--- src/rtl/if_fetch_if.sv ---
`default_nettype none
// ============================================================================
// Module      : if_fetch_if
// Description : Instruction-memory request/response bundle between the fetch
//               stage and the instruction memory.
//               master (fetch side): drives imem_req / imem_addr,
//                                    receives imem_rvalid / imem_rdata.
//               slave  (memory side): the mirror image.
// Revision    : 1.0 - initial release
// ============================================================================
interface if_fetch_if;
  logic        imem_req;     // one-cycle request strobe
  logic [31:0] imem_addr;    // request address
  logic        imem_rvalid;  // response valid
  logic [31:0] imem_rdata;   // response instruction word

  modport master (
    output imem_req,
    output imem_addr,
    input  imem_rvalid,
    input  imem_rdata
  );

  modport slave (
    input  imem_req,
    input  imem_addr,
    output imem_rvalid,
    output imem_rdata
  );
endinterface
`default_nettype wire

--- src/rtl/if_fetch.sv ---
`default_nettype none
// ============================================================================
// Module      : if_fetch
// Description : Instruction-fetch stage of a 5-stage MIPS pipeline. Owns the
//               PC, keeps at most one request outstanding to a variable
//               latency instruction memory, buffers one returned instruction
//               in an output slot for the IF/ID register, and handles hazard
//               stalls and branch/jump redirects (stale responses dropped).
// Ports       : clk, rst          - clock, async active-high reset
//               imem (master)     - instruction memory request/response
//               stall             - IF/ID not loading; slot must be held
//               redirect/_pc      - taken branch/jump and its target
//               inst/PC_4         - instruction and its address + 4
//               inst_valid        - output slot holds an instruction
// Revision    : 1.0 - initial release
// ============================================================================
module if_fetch #(
  parameter logic [31:0] RESET_PC = 32'h0000_0000,
  parameter logic [31:0] NOP_INST = 32'h0000_0000
) (
  input  wire logic        clk,
  input  wire logic        rst,
  if_fetch_if.master       imem,
  input  wire logic        stall,
  input  wire logic        redirect,
  input  wire logic [31:0] redirect_pc,
  output logic [31:0]      inst,
  output logic [31:0]      PC_4,
  output logic             inst_valid
);

  // --------------------------------------------------------------------------
  // State
  // --------------------------------------------------------------------------
  logic [31:0] pc_q,        pc_d;         // next fetch address
  logic        busy_q,      busy_d;       // one request outstanding
  logic        drop_q,      drop_d;       // outstanding response is stale
  logic        out_valid_q, out_valid_d;  // output slot occupied
  logic [31:0] out_inst_q,  out_inst_d;
  logic [31:0] out_pc4_q,   out_pc4_d;

  logic issue;
  logic resp;

  // A new request may go out only when nothing is in flight, no redirect is
  // pending, and the slot will be free by the time the response lands
  // (either empty now, or being consumed this cycle).
  assign issue = !rst && !busy_q && !redirect && (!out_valid_q || !stall);

  // Responses while idle (e.g. late returns after reset) are ignored.
  assign resp  = imem.imem_rvalid && busy_q;

  assign imem.imem_req  = issue;
  assign imem.imem_addr = pc_q;

  assign inst       = out_valid_q ? out_inst_q : NOP_INST;
  assign PC_4       = out_pc4_q;
  assign inst_valid = out_valid_q;

  // --------------------------------------------------------------------------
  // Next-state logic
  // --------------------------------------------------------------------------
  always_comb begin
    pc_d        = pc_q;
    busy_d      = busy_q;
    drop_d      = drop_q;
    out_valid_d = out_valid_q;
    out_inst_d  = out_inst_q;
    out_pc4_d   = out_pc4_q;

    if (redirect) begin
      // Redirect wins over stall and flushes the slot.
      pc_d        = redirect_pc;
      out_valid_d = 1'b0;
      if (busy_q) begin
        if (imem.imem_rvalid) begin
          // Response arrives together with the redirect: throw it away now.
          busy_d = 1'b0;
          drop_d = 1'b0;
        end else begin
          // Still waiting: the eventual response belongs to the old path.
          drop_d = 1'b1;
        end
      end
    end else begin
      if (out_valid_q && !stall) begin
        out_valid_d = 1'b0;
      end

      if (resp) begin
        busy_d = 1'b0;
        if (drop_q) begin
          drop_d = 1'b0;
        end else begin
          // pc already advanced past the request address at issue time,
          // so it is exactly the request address + 4.
          out_valid_d = 1'b1;
          out_inst_d  = imem.imem_rdata;
          out_pc4_d   = pc_q;
        end
      end

      // issue requires !busy, so it never coincides with a response.
      if (issue) begin
        busy_d = 1'b1;
        pc_d   = pc_q + 32'd4;
      end
    end
  end

  // --------------------------------------------------------------------------
  // Registers
  // --------------------------------------------------------------------------
  always_ff @(posedge clk or posedge rst) begin
    if (rst) begin
      pc_q        <= RESET_PC;
      busy_q      <= 1'b0;
      drop_q      <= 1'b0;
      out_valid_q <= 1'b0;
      out_inst_q  <= 32'h0000_0000;
      out_pc4_q   <= 32'h0000_0000;
    end else begin
      pc_q        <= pc_d;
      busy_q      <= busy_d;
      drop_q      <= drop_d;
      out_valid_q <= out_valid_d;
      out_inst_q  <= out_inst_d;
      out_pc4_q   <= out_pc4_d;
    end
  end

endmodule
`default_nettype wire

--- src/flat_wrapper.sv ---
// flat-port wrapper written by rule: the top's interface ports become plain ports
module if_fetch_flat 
#(
  parameter logic [31:0] RESET_PC = 32'h0000_0000,
  parameter logic [31:0] NOP_INST = 32'h0000_0000
)
  (clk, rst, stall, redirect, redirect_pc, inst, PC_4, inst_valid, imem_imem_req, imem_imem_addr, imem_imem_rvalid, imem_imem_rdata);
  if_fetch_if imem_i ();
  input  wire logic clk;
  input  wire logic rst;
  input  wire logic stall;
  input  wire logic redirect;
  input  wire logic [31:0] redirect_pc;
  output logic [31:0] inst;
  output logic [31:0] PC_4;
  output logic inst_valid;
  output wire logic [$bits(imem_i.imem_req)-1:0] imem_imem_req;
  output wire logic [$bits(imem_i.imem_addr)-1:0] imem_imem_addr;
  input wire logic [$bits(imem_i.imem_rvalid)-1:0] imem_imem_rvalid;
  input wire logic [$bits(imem_i.imem_rdata)-1:0] imem_imem_rdata;
  assign imem_imem_req = imem_i.imem_req;
  assign imem_imem_addr = imem_i.imem_addr;
  assign imem_i.imem_rvalid = imem_imem_rvalid;
  assign imem_i.imem_rdata = imem_imem_rdata;
  if_fetch #(.RESET_PC(RESET_PC), .NOP_INST(NOP_INST)) u_core (.clk(clk), .rst(rst), .imem(imem_i), .stall(stall), .redirect(redirect), .redirect_pc(redirect_pc), .inst(inst), .PC_4(PC_4), .inst_valid(inst_valid));
endmodule
--- config.mk ---
export PLATFORM = sky130hd
export DESIGN_NAME = if_fetch_flat
export DESIGN_NICKNAME = d
export VERILOG_FILES = /design/src/rtl/if_fetch_if.sv /design/src/rtl/if_fetch.sv /design/src/flat_wrapper.sv
export SDC_FILE = /design/constraint.sdc
export NUM_CORES = 1
export LEC_CHECK = 0
export BUFFER_PORTS_ARGS = -buffer_cell sky130_fd_sc_hd__buf_2
export CAP_MARGIN = 25
export CORE_MARGIN = 4
export CORE_UTILIZATION = 40
export CTS_CLUSTER_DIAMETER = 60
export CTS_CLUSTER_SIZE = 40
export DETAILED_ROUTE_END_ITERATION = 6
export HOLD_SLACK_MARGIN = 0.06
export PLACE_DENSITY = 0.77
export SKIP_LAST_GASP = 1
export SLEW_MARGIN = 20
export SYNTH_ARGS = -nofsm -noshare
export SYNTH_HDL_FRONTEND = slang
export SYNTH_SLANG_ARGS = --single-unit
--- constraint.sdc ---
create_clock -name clk -period 3.6 [get_ports clk]
set_input_delay 0.18 -clock clk [delete_from_list [all_inputs] [get_ports clk]]
set_output_delay 0.18 -clock clk [all_outputs]
set_load 0.01 [all_outputs]
==> out/summary.txt, run 1 <==
Status: finished clean
PortBufs: 166
Final nets: 645
Starting DRT DRC Count: 238
H-tree depth: 3
Final setup margin: 1.03 ns
CORE AREA: 11400 um2
Die area: 13400 um2
Fraction of layout instances using a drive strength above 1: 45.9%
Slew HR: 46.0%
Finish-stage setup viols: 0
Max Buffers Root-to-Sink: 2
Via-per-instance ratio: 5.28
Fin Hold WS: 0.0719 ns
Register bit count reported by yosys: 99
Overall Global Routing Usage: 18.3%
Clock Skews: 0.00581 ns
CTS buffer count: 9
Max-Cap Viols: 0
Root Driver: clkbuf_16
CP cell instances: a2111o_1, buf_4, nor3_1, nand4_1, a31o_2
Top-count cell post-synth: dfrtp_1
Tightest Pin Transition: 0.810 ns
Placer Congestion: 0.812
CTS clk-pin slew, worst paths: 0.07 ns
Max stage delay on crit path: 0.67 ns
Ports: 167
Initial antenna violation count: 0
Crit path DAT: 2.79 ns
Crit-path max FO: 35
Final wirelength: 12.1 mm
Pre-CTS setup slack: 1.14 ns
DRC: 0
Synth Warn #: 0
Number of global-route vias before repair: 3705
Slowest cell on the critical path: dfrtp_1
Synth cell types: 48
Synth area leaders: dfrtp_1 (53%), mux2_2 (16%), and2_1 (4.6%)
Syn Area/Cell: 11.4 um2
Final core occ: 52.9%
Synth top area share: 53.3%
Max Freq: 390 MHz
Total negative slack: 0 ns
# diodes: 0
Final worst path period share: 71.3%
Die height: 116 um
Syn Nets: 479
DR pass1 iterations: 4
Mapped Cells: 409
Grt ovf: 0
Final min period: 2.57 ns
WL/cell: 16.8 um
Hold Fails Final Rpt: 0
Largest net degree at the start of global routing: 53
Clk_lat worst skew: 0.34 ns
Hold Crit Class: in -> reg
CTS sink count: 99
Critical path class: reg -> reg
Leakage dissipation: 0.00287 uW
# rows: 39
Seq/Total Area, Yosys: 53.3%
Critical Path RT: 3.83 ns
First-pass GRT wire length: 19.3 mm
Post-synth EDFFs: 0
Layout area overhead: 29.4%
PD cells: 611 nW/um2
Routed Antenna Nets: 0
Primary FF master, synth: dfrtp_1
Mapped cell area: 4650 um2
Die Wd: 116 um
Unrepaired setup endpoints after global routing: false
Synth area leader: dfrtp_1
Final Max Slew Viols: 0
Via count: 3819
Startpoint Class: flop
Post-synthesis async set-or-reset flop share: 100%
Commonest cells in the netlist: dfrtp_1 (99), mux2_2 (66), nand2_1 (37)
DP Wirelength: 9.08 mm
VDD IR max: 244 uV
Initial Util: 40.9%
CTS tree: done
Crit path capture type: flop
-- logic make-up after synthesis --
group / synth area share [%]
flops: 53.3
buf+inv: 2.85
mux: 16.4
fa+ha+maj: 0.269
simple gates: 18.2
compound gates: 8.94
-- flip-flops by register name (all words and copies together) (netlist names) --
name / flops
u_core.inst_valid: 1
u_core.out_inst_q: 32
u_core.busy_q: 1
u_core.PC_4: 32
u_core.drop_q: 1
u_core.imem.imem_addr: 32
-- metal layers --
layer	part of all wire, %	track usage [%]	wire length (um)	vias up
met2	47	30.1	5730	153
met3	9.4	4.86	1140	11
met5	0	0	0	-
li1	-	-	-	1817
met4	1.2	4.80	151	0
met1	42	24.2	5110	1838
-- through the flow --
stage / area [um2] / total power (uW) / cells
after floorplan: 4650 / 2290 / 409
after global placement: 5600 / 2660 / 699
after detailed placement: 5630 / 2730 / 700
after CTS: 6010 / 3730 / 723
after global routing: 6010 / 3920 / 723
final: 6010 / 3670 / 723
-- cell type report --
class                   instances  area, um2
clock buffers                  11        253
clock inverters                 5       61.3
fillers                      1019       5360
inverters                       6       25.0
multi-input cells             279       2040
flip-flops and latches         99       2480
well taps                     143        179
repair buffers                180        973
-- path summary, 6_finish.rpt --
kind	slack [ns]	cells after the start	startpoint	end
max	1.03	5	u_core.inst_valid	u_core.imem.imem_addr[19]
min	0.07	3	redirect_pc[29]	u_core.imem.imem_addr[29]
max reg2reg	1.03	5	u_core.inst_valid	u_core.imem.imem_addr[19]
min reg2reg	0.50	1	u_core.out_inst_q[13]	u_core.out_inst_q[13]
max in group asynchronous	2.54	4	rst	u_core.PC_4[29]
min in group asynchronous	0.46	3	rst	u_core.imem.imem_addr[4]
-- worst max-delay path: cells and delay by family (launching register included) --
| family | cells | cell delay (ns) |
|---|---|---|
| flip-flops | 1 | 0.67 |
| AO/OA/AOI/OAI | 2 | 0.79 |
| AND/OR/NAND/NOR | 2 | 0.75 |
| buffers and inverters | 1 | 0.23 |
-- power breakdown --
| part | internal (uW) | total [uW] | switching, uW |
|---|---|---|---|
| combinational | 515 | 935 | 419 |
| clock | 578 | 988 | 410 |
| sequential | 1500 | 1750 | 246 |
| total | 2600 | 3670 | 1080 |
-- cell usage in the layout, fill, tap and decap left out, types with 2 or more instances in the layout --
| cell type | netlist | routed |
|---|---|---|
| buf_2 | 6 | 166 |
| inv_1 | 6 | 5 |
| or3_1 | 3 | 3 |
| a21oi_1 | 8 | 8 |
| a22oi_1 | 2 | 2 |
| clkinvlp_4 | 0 | 3 |
| nand4_1 | 12 | 12 |
| nand3_1 | 17 | 17 |
| o21bai_1 | 2 | 2 |
| o211ai_1 | 8 | 8 |
| nor3_1 | 8 | 7 |
| o21ai_0 | 17 | 17 |
| clkbuf_8 | 0 | 2 |
| a31o_2 | 2 | 2 |
| o311ai_0 | 4 | 4 |
| clkbuf_16 | 0 | 9 |
| nor3b_1 | 4 | 4 |
| a31oi_1 | 2 | 2 |
| nand2_1 | 37 | 37 |
| and4_1 | 4 | 4 |
| dfrtp_1 | 99 | 99 |
| a221o_1 | 6 | 6 |
| and3_1 | 7 | 7 |
| nor4_1 | 2 | 2 |
| nor2b_1 | 3 | 3 |
| nand3b_1 | 3 | 3 |
| mux2i_1 | 2 | 2 |
| and2_1 | 34 | 34 |
| nor2_1 | 9 | 9 |
| dlygate4sd3_1 | 0 | 7 |
| mux2_2 | 66 | 66 |
| buf_4 | 0 | 6 |
-- repair_timing --
item | in CTS | in global routing
setup endpoints to repair | 0 | 0
buffers inserted | 0 | 0
endpoints found under the hold margin | 42 | 0
resized for setup | 0 | 0
hold buffers | 7 | 0
(Power assumes the default switching activity.)
==> inputs of run 2 (changes only) <==
--- a/config.mk
+++ b/config.mk
@@ -13,7 +13,7 @@
 export CTS_CLUSTER_SIZE = 40
 export DETAILED_ROUTE_END_ITERATION = 6
 export HOLD_SLACK_MARGIN = 0.06
-export PLACE_DENSITY = 0.77
+export PLACE_DENSITY = 0.79
 export SKIP_LAST_GASP = 1
 export SLEW_MARGIN = 20
 export SYNTH_ARGS = -nofsm -noshare
==> constraint.sdc (replaced) <==
create_clock -name clk -period 2.3 [get_ports clk]
set_input_delay 0.115 -clock clk [delete_from_list [all_inputs] [get_ports clk]]
set_output_delay 0.115 -clock clk [all_outputs]
set_load 0.01 [all_outputs]
==> out/summary.txt, run 2 (same netlist as run 1, synthesis figures left out) <==
Final Max Slew Viols: 0
Fraction of layout instances using a drive strength above 1: 42.1%
Unrepaired setup endpoints after global routing: false
Via count: 4091
Hold Crit Class: in -> reg
Startpoint Class: flop
CP delay by family, top: simple AND/OR/NAND/NOR gates
# diodes: 0
Finish-stage setup viols: 0
Number of global-route vias before repair: 4237
Fin Hold WS: 0.0940 ns
Slowest cell on the critical path: dfrtp_1
Max Buffers Root-to-Sink: 2
Final nets: 708
Clock Skews: 0.00787 ns
Crit path DAT: 2.30 ns
CP cell instances: and4_1, nand4_1, or3_1, nand3_1, or3b_1
DP Wirelength: 9.22 mm
Initial antenna violation count: 0
Max-Cap Viols: 0
Placer Congestion: 0.846
Routed Antenna Nets: 0
Via-per-instance ratio: 5.21
Die height: 116 um
Hold buffers post-CTS: 62
Root Driver: clkbuf_16
Critical path class: reg -> reg
Most common cell after layout, fill and taps aside: buf_2
Status: finished clean
Die Wd: 116 um
CTS clk-pin slew, worst paths: 0.07 ns
Final wirelength: 13.4 mm
Clk_lat worst skew: 0.34 ns
Total negative slack: 0 ns
Tot Pwr: 5720 uW
PortBufs: 166
CP bufs+invs: 0
H-tree depth: 3
Ports: 167
Starting DRT DRC Count: 273
Tightest Pin Transition: 0.825 ns
Largest net degree at the start of global routing: 69
Max stage delay on crit path: 0.46 ns
Max Freq: 482 MHz
Initial Util: 40.9%
Critical Path RT: 2.52 ns
Layout area overhead: 41.5%
WL/cell: 17.1 um
# rows: 39
Final worst path period share: 90.3%
Post-CTS Setup Bufs: 0
CTS sink count: 99
Die area: 13400 um2
Crit-path max FO: 8
Overall Global Routing Usage: 20.7%
CTS buffer count: 9
Final core occ: 57.8%
CORE AREA: 11400 um2
Resize count post-CTS: 0
Crit path capture type: flop
Leakage dissipation: 0.00312 uW
Grt ovf: 0
DR pass1 iterations: 5
Slew HR: 44.8%
CTS tree: done
First-pass GRT wire length: 21.8 mm
Commonest cells after routing, fill and taps aside: buf_2 (166), dfrtp_1 (99), mux2_2 (66), dlygate4sd3_1 (62), nand2_1 (37)
Hold Fails Final Rpt: 0
PD cells: 871 nW/um2
DRC: 0
Final min period: 2.08 ns
VDD IR max: 418 uV
run 2: changes by cell type in the layout (fill, tap and decap cells not counted):
cell / change
buf_16: -1
clkinvlp_4: -2
dlygate4sd3_1: +55
buf_4: +8
clkbuf_1: +3
bufinv_16: -1
buf_12: +1
inv_4: -1
run 2: path summary, 6_finish.rpt:
kind | slack, ns | endpoint | depth (start not counted) | from
min | 0.09 | u_core.imem.imem_addr[17] | 4 | redirect_pc[17]
min in group asynchronous | 0.23 | u_core.PC_4[3] | 3 | rst
max reg2reg | 0.22 | u_core.imem.imem_addr[26] | 5 | u_core.imem.imem_addr[9]
min reg2reg | 0.50 | u_core.out_inst_q[28] | 1 | u_core.out_inst_q[28]
max in group asynchronous | 1.50 | u_core.imem.imem_addr[23] | 4 | rst
max | 0.22 | u_core.imem.imem_addr[26] | 5 | u_core.imem.imem_addr[9]
run 2: cell type report:
class,instances,area (um2)
sequential,99,2480
timing repair buffer,243,1580
clock inverter,1,8.76
inverter,6,26.3
fill,937,4800
tap,143,179
multi-input combinational,279,2040
clock buffer,14,264
run 2: tightest hold or removal path: cells and delay by family:
family                 cells  cell delay (ns)
AOI/OAI and AO/OA          2             0.16
and+or+nand+nor            1             0.05
buffers and inverters      1             0.08
run 2: per-stage QoR:
step / setup slack, ns / instances / cell area (um2)
after detailed placement: 0.235 / 708 / 5680
after floorplan: 0.278 / 409 / 4650
after global placement: 0.328 / 708 / 5680
after CTS: 0.239 / 785 / 6570
after global routing: 0.0380 / 785 / 6570
final: 0.224 / 785 / 6570
run 2: report_power, final:
part           leakage (uW)  internal (uW)  switching (uW)  total (uW)
clock              0.000133            790             616        1410
combinational       0.00179            879             709        1590
sequential          0.00120           2360             372        2730
run 2: layer usage:
metal / routed length, um / part of all wire (%) / GRT usage (%) / vias to the layer above
li1: - / - / - / 1939
met1: 5550 / 41 / 25.1 / 1993
met2: 6640 / 50 / 37.1 / 149
met3: 1090 / 8.2 / 5.43 / 10
met4: 114 / 0.85 / 4.64 / 0
met5: 0 / 0 / 0 / -
==> inputs of run 3 (changes only) <==
==> constraint.sdc (replaced) <==
create_clock -name clk -period 2.3 [get_ports clk]
set_input_delay 0.46 -clock clk [delete_from_list [all_inputs] [get_ports clk]]
set_output_delay 0.46 -clock clk [all_outputs]
set_load 0.01 [all_outputs]
==> out/summary.txt, run 3 (same netlist as run 1, synthesis figures left out) <==
Internal Power: 4030 uW
Total negative slack: 0 ns
First-pass GRT wire length: 19.5 mm
Hold Fails Final Rpt: 0
PD cells: 951 nW/um2
DRC: 0
# diodes: 0
Final wirelength: 12.3 mm
Final Max Slew Viols: 0
CTS buffer count: 9
Max Buffers Root-to-Sink: 2
Number of global-route vias before repair: 3854
Max Freq: 450 MHz
CTS sink count: 99
R2r startpoint: u_core.imem.imem_addr[2]
CTS tree: done
Startpoint Class: flop
Starting DRT DRC Count: 237
Max-Cap Viols: 0
CTS clk-pin slew, worst paths: 0.06 ns
Final nets: 649
Net Sw Power: 1690 uW
Fin Hold WS: 0.287 ns
Filler instances: 1008
Largest net degree at the start of global routing: 100
Sequential Power Share: 47.6%
Layout area overhead: 29.5%
Die area: 13400 um2
Status: finished clean
WL/cell: 16.9 um
Clk_lat worst skew: 0.34 ns
Unrepaired setup endpoints after global routing: false
Hold buffers post-CTS: 0
Resize count post-CTS: 0
Clock Skews: 0.00793 ns
Worst Setup SP: u_core.busy_q
Final worst path period share: 96.6%
Die height: 116 um
DP Wirelength: 9.15 mm
Most common cell after layout, fill and taps aside: buf_2
Ports: 167
Depth of the worst register-to-register path: 6
Leakage dissipation: 0.00289 uW
CP endpoint: imem_imem_req
Hold Crit Class: in -> async
Tot Pwr: 5720 uW
Crit path capture type: output port
Placer Congestion: 0.811
Initial antenna violation count: 1
Crit path DAT: 1.76 ns
VDD IR max: 539 uV
Die Wd: 116 um
Crit-path max FO: 11
CORE AREA: 11400 um2
Reg2Reg Capture Point: u_core.imem.imem_addr[26]
Tightest Pin Transition: 0.633 ns
Routed Antenna Nets: 0
Grt ovf: 0
Slew HR: 57.4%
Overall Global Routing Usage: 18.6%
Via-per-instance ratio: 5.30
# rows: 39
Root Driver: clkbuf_16
Gate power share: 26.6%
Post-CTS Setup Bufs: 0
Clock Power Share: 25.8%
Final min period: 2.22 ns
Finish-stage setup viols: 0
Critical Path RT: 1.84 ns
Via count: 3850
DR pass1 iterations: 4
FF-to-FF setup slack: 0.21 ns
Switch share: 29.5%
Fraction of layout instances using a drive strength above 1: 47.4%
Initial Util: 40.9%
PortBufs: 166
Critical path class: reg -> out
Commonest cells after routing, fill and taps aside: buf_2 (166), dfrtp_1 (99), mux2_2 (66), nand2_1 (37), and2_1 (34)
H-tree depth: 3
-- run 3: critical path: stages, from the launching register on --
cell and delay [ns]:
dfrtp_1 0.42, a2111o_1 0.49, inv_1 0.13, buf_4 0.22
buf_2 0.16
-- run 3: power groups by stage --
stage / logic, uW / clock network, uW / registers, uW
3_5_place_dp: 1550 / 0 / 2760
3_3_place_gp: 1500 / 0 / 2710
4_1_cts: 1550 / 1520 / 2730
6_report: 1520 / 1480 / 2720
2_1_floorplan: 735 / 0 / 2840
5_1_grt: 1680 / 1600 / 2810
-- run 3: metrics by stage --
step,util (%),instance area [um2],std cells,setup slack [ns]
3_3_place_gp,50.3,5710,711,0.248
4_1_cts,52.9,6010,727,0.0818
5_1_grt,52.9,6010,727,0.00926
3_5_place_dp,50.3,5710,711,0.203
6_report,52.9,6010,727,0.0783
2_1_floorplan,-,4650,409,0.278
-- run 3: worst min-delay path by stage --
stage / start / end / slack, ns
CTS: rst / u_core.out_inst_q[19] / 0.31
detailed placement: u_core.out_inst_q[15] / u_core.out_inst_q[15] / 0.49
finish: rst / u_core.out_inst_q[19] / 0.29
global placement: u_core.out_inst_q[20] / u_core.out_inst_q[20] / 0.48
global route: rst / u_core.out_inst_q[20] / 0.33
floorplan: u_core.out_inst_q[0] / u_core.out_inst_q[0] / 0.47
-- run 3: per-layer routing --
metal	wire (um)	vias to the layer above	GRT usage [%]
met5	13	-	0
met4	203	2	7.27
met3	946	23	3.71
met2	5810	155	30.5
met1	5290	1849	24.3
li1	-	1821	-
-- run 3: layout make-up --
cell class	count	area, um2	share of cell area [%]
Clock inverter	3	20.0	0.333
Inverter	6	26.3	0.437
Tap cell	143	179	2.97
Timing Repair Buffer	184	991	16.5
Multi-Input combinational cell	279	2040	33.9
Sequential cell	99	2480	41.2
Clock buffer	13	280	4.66
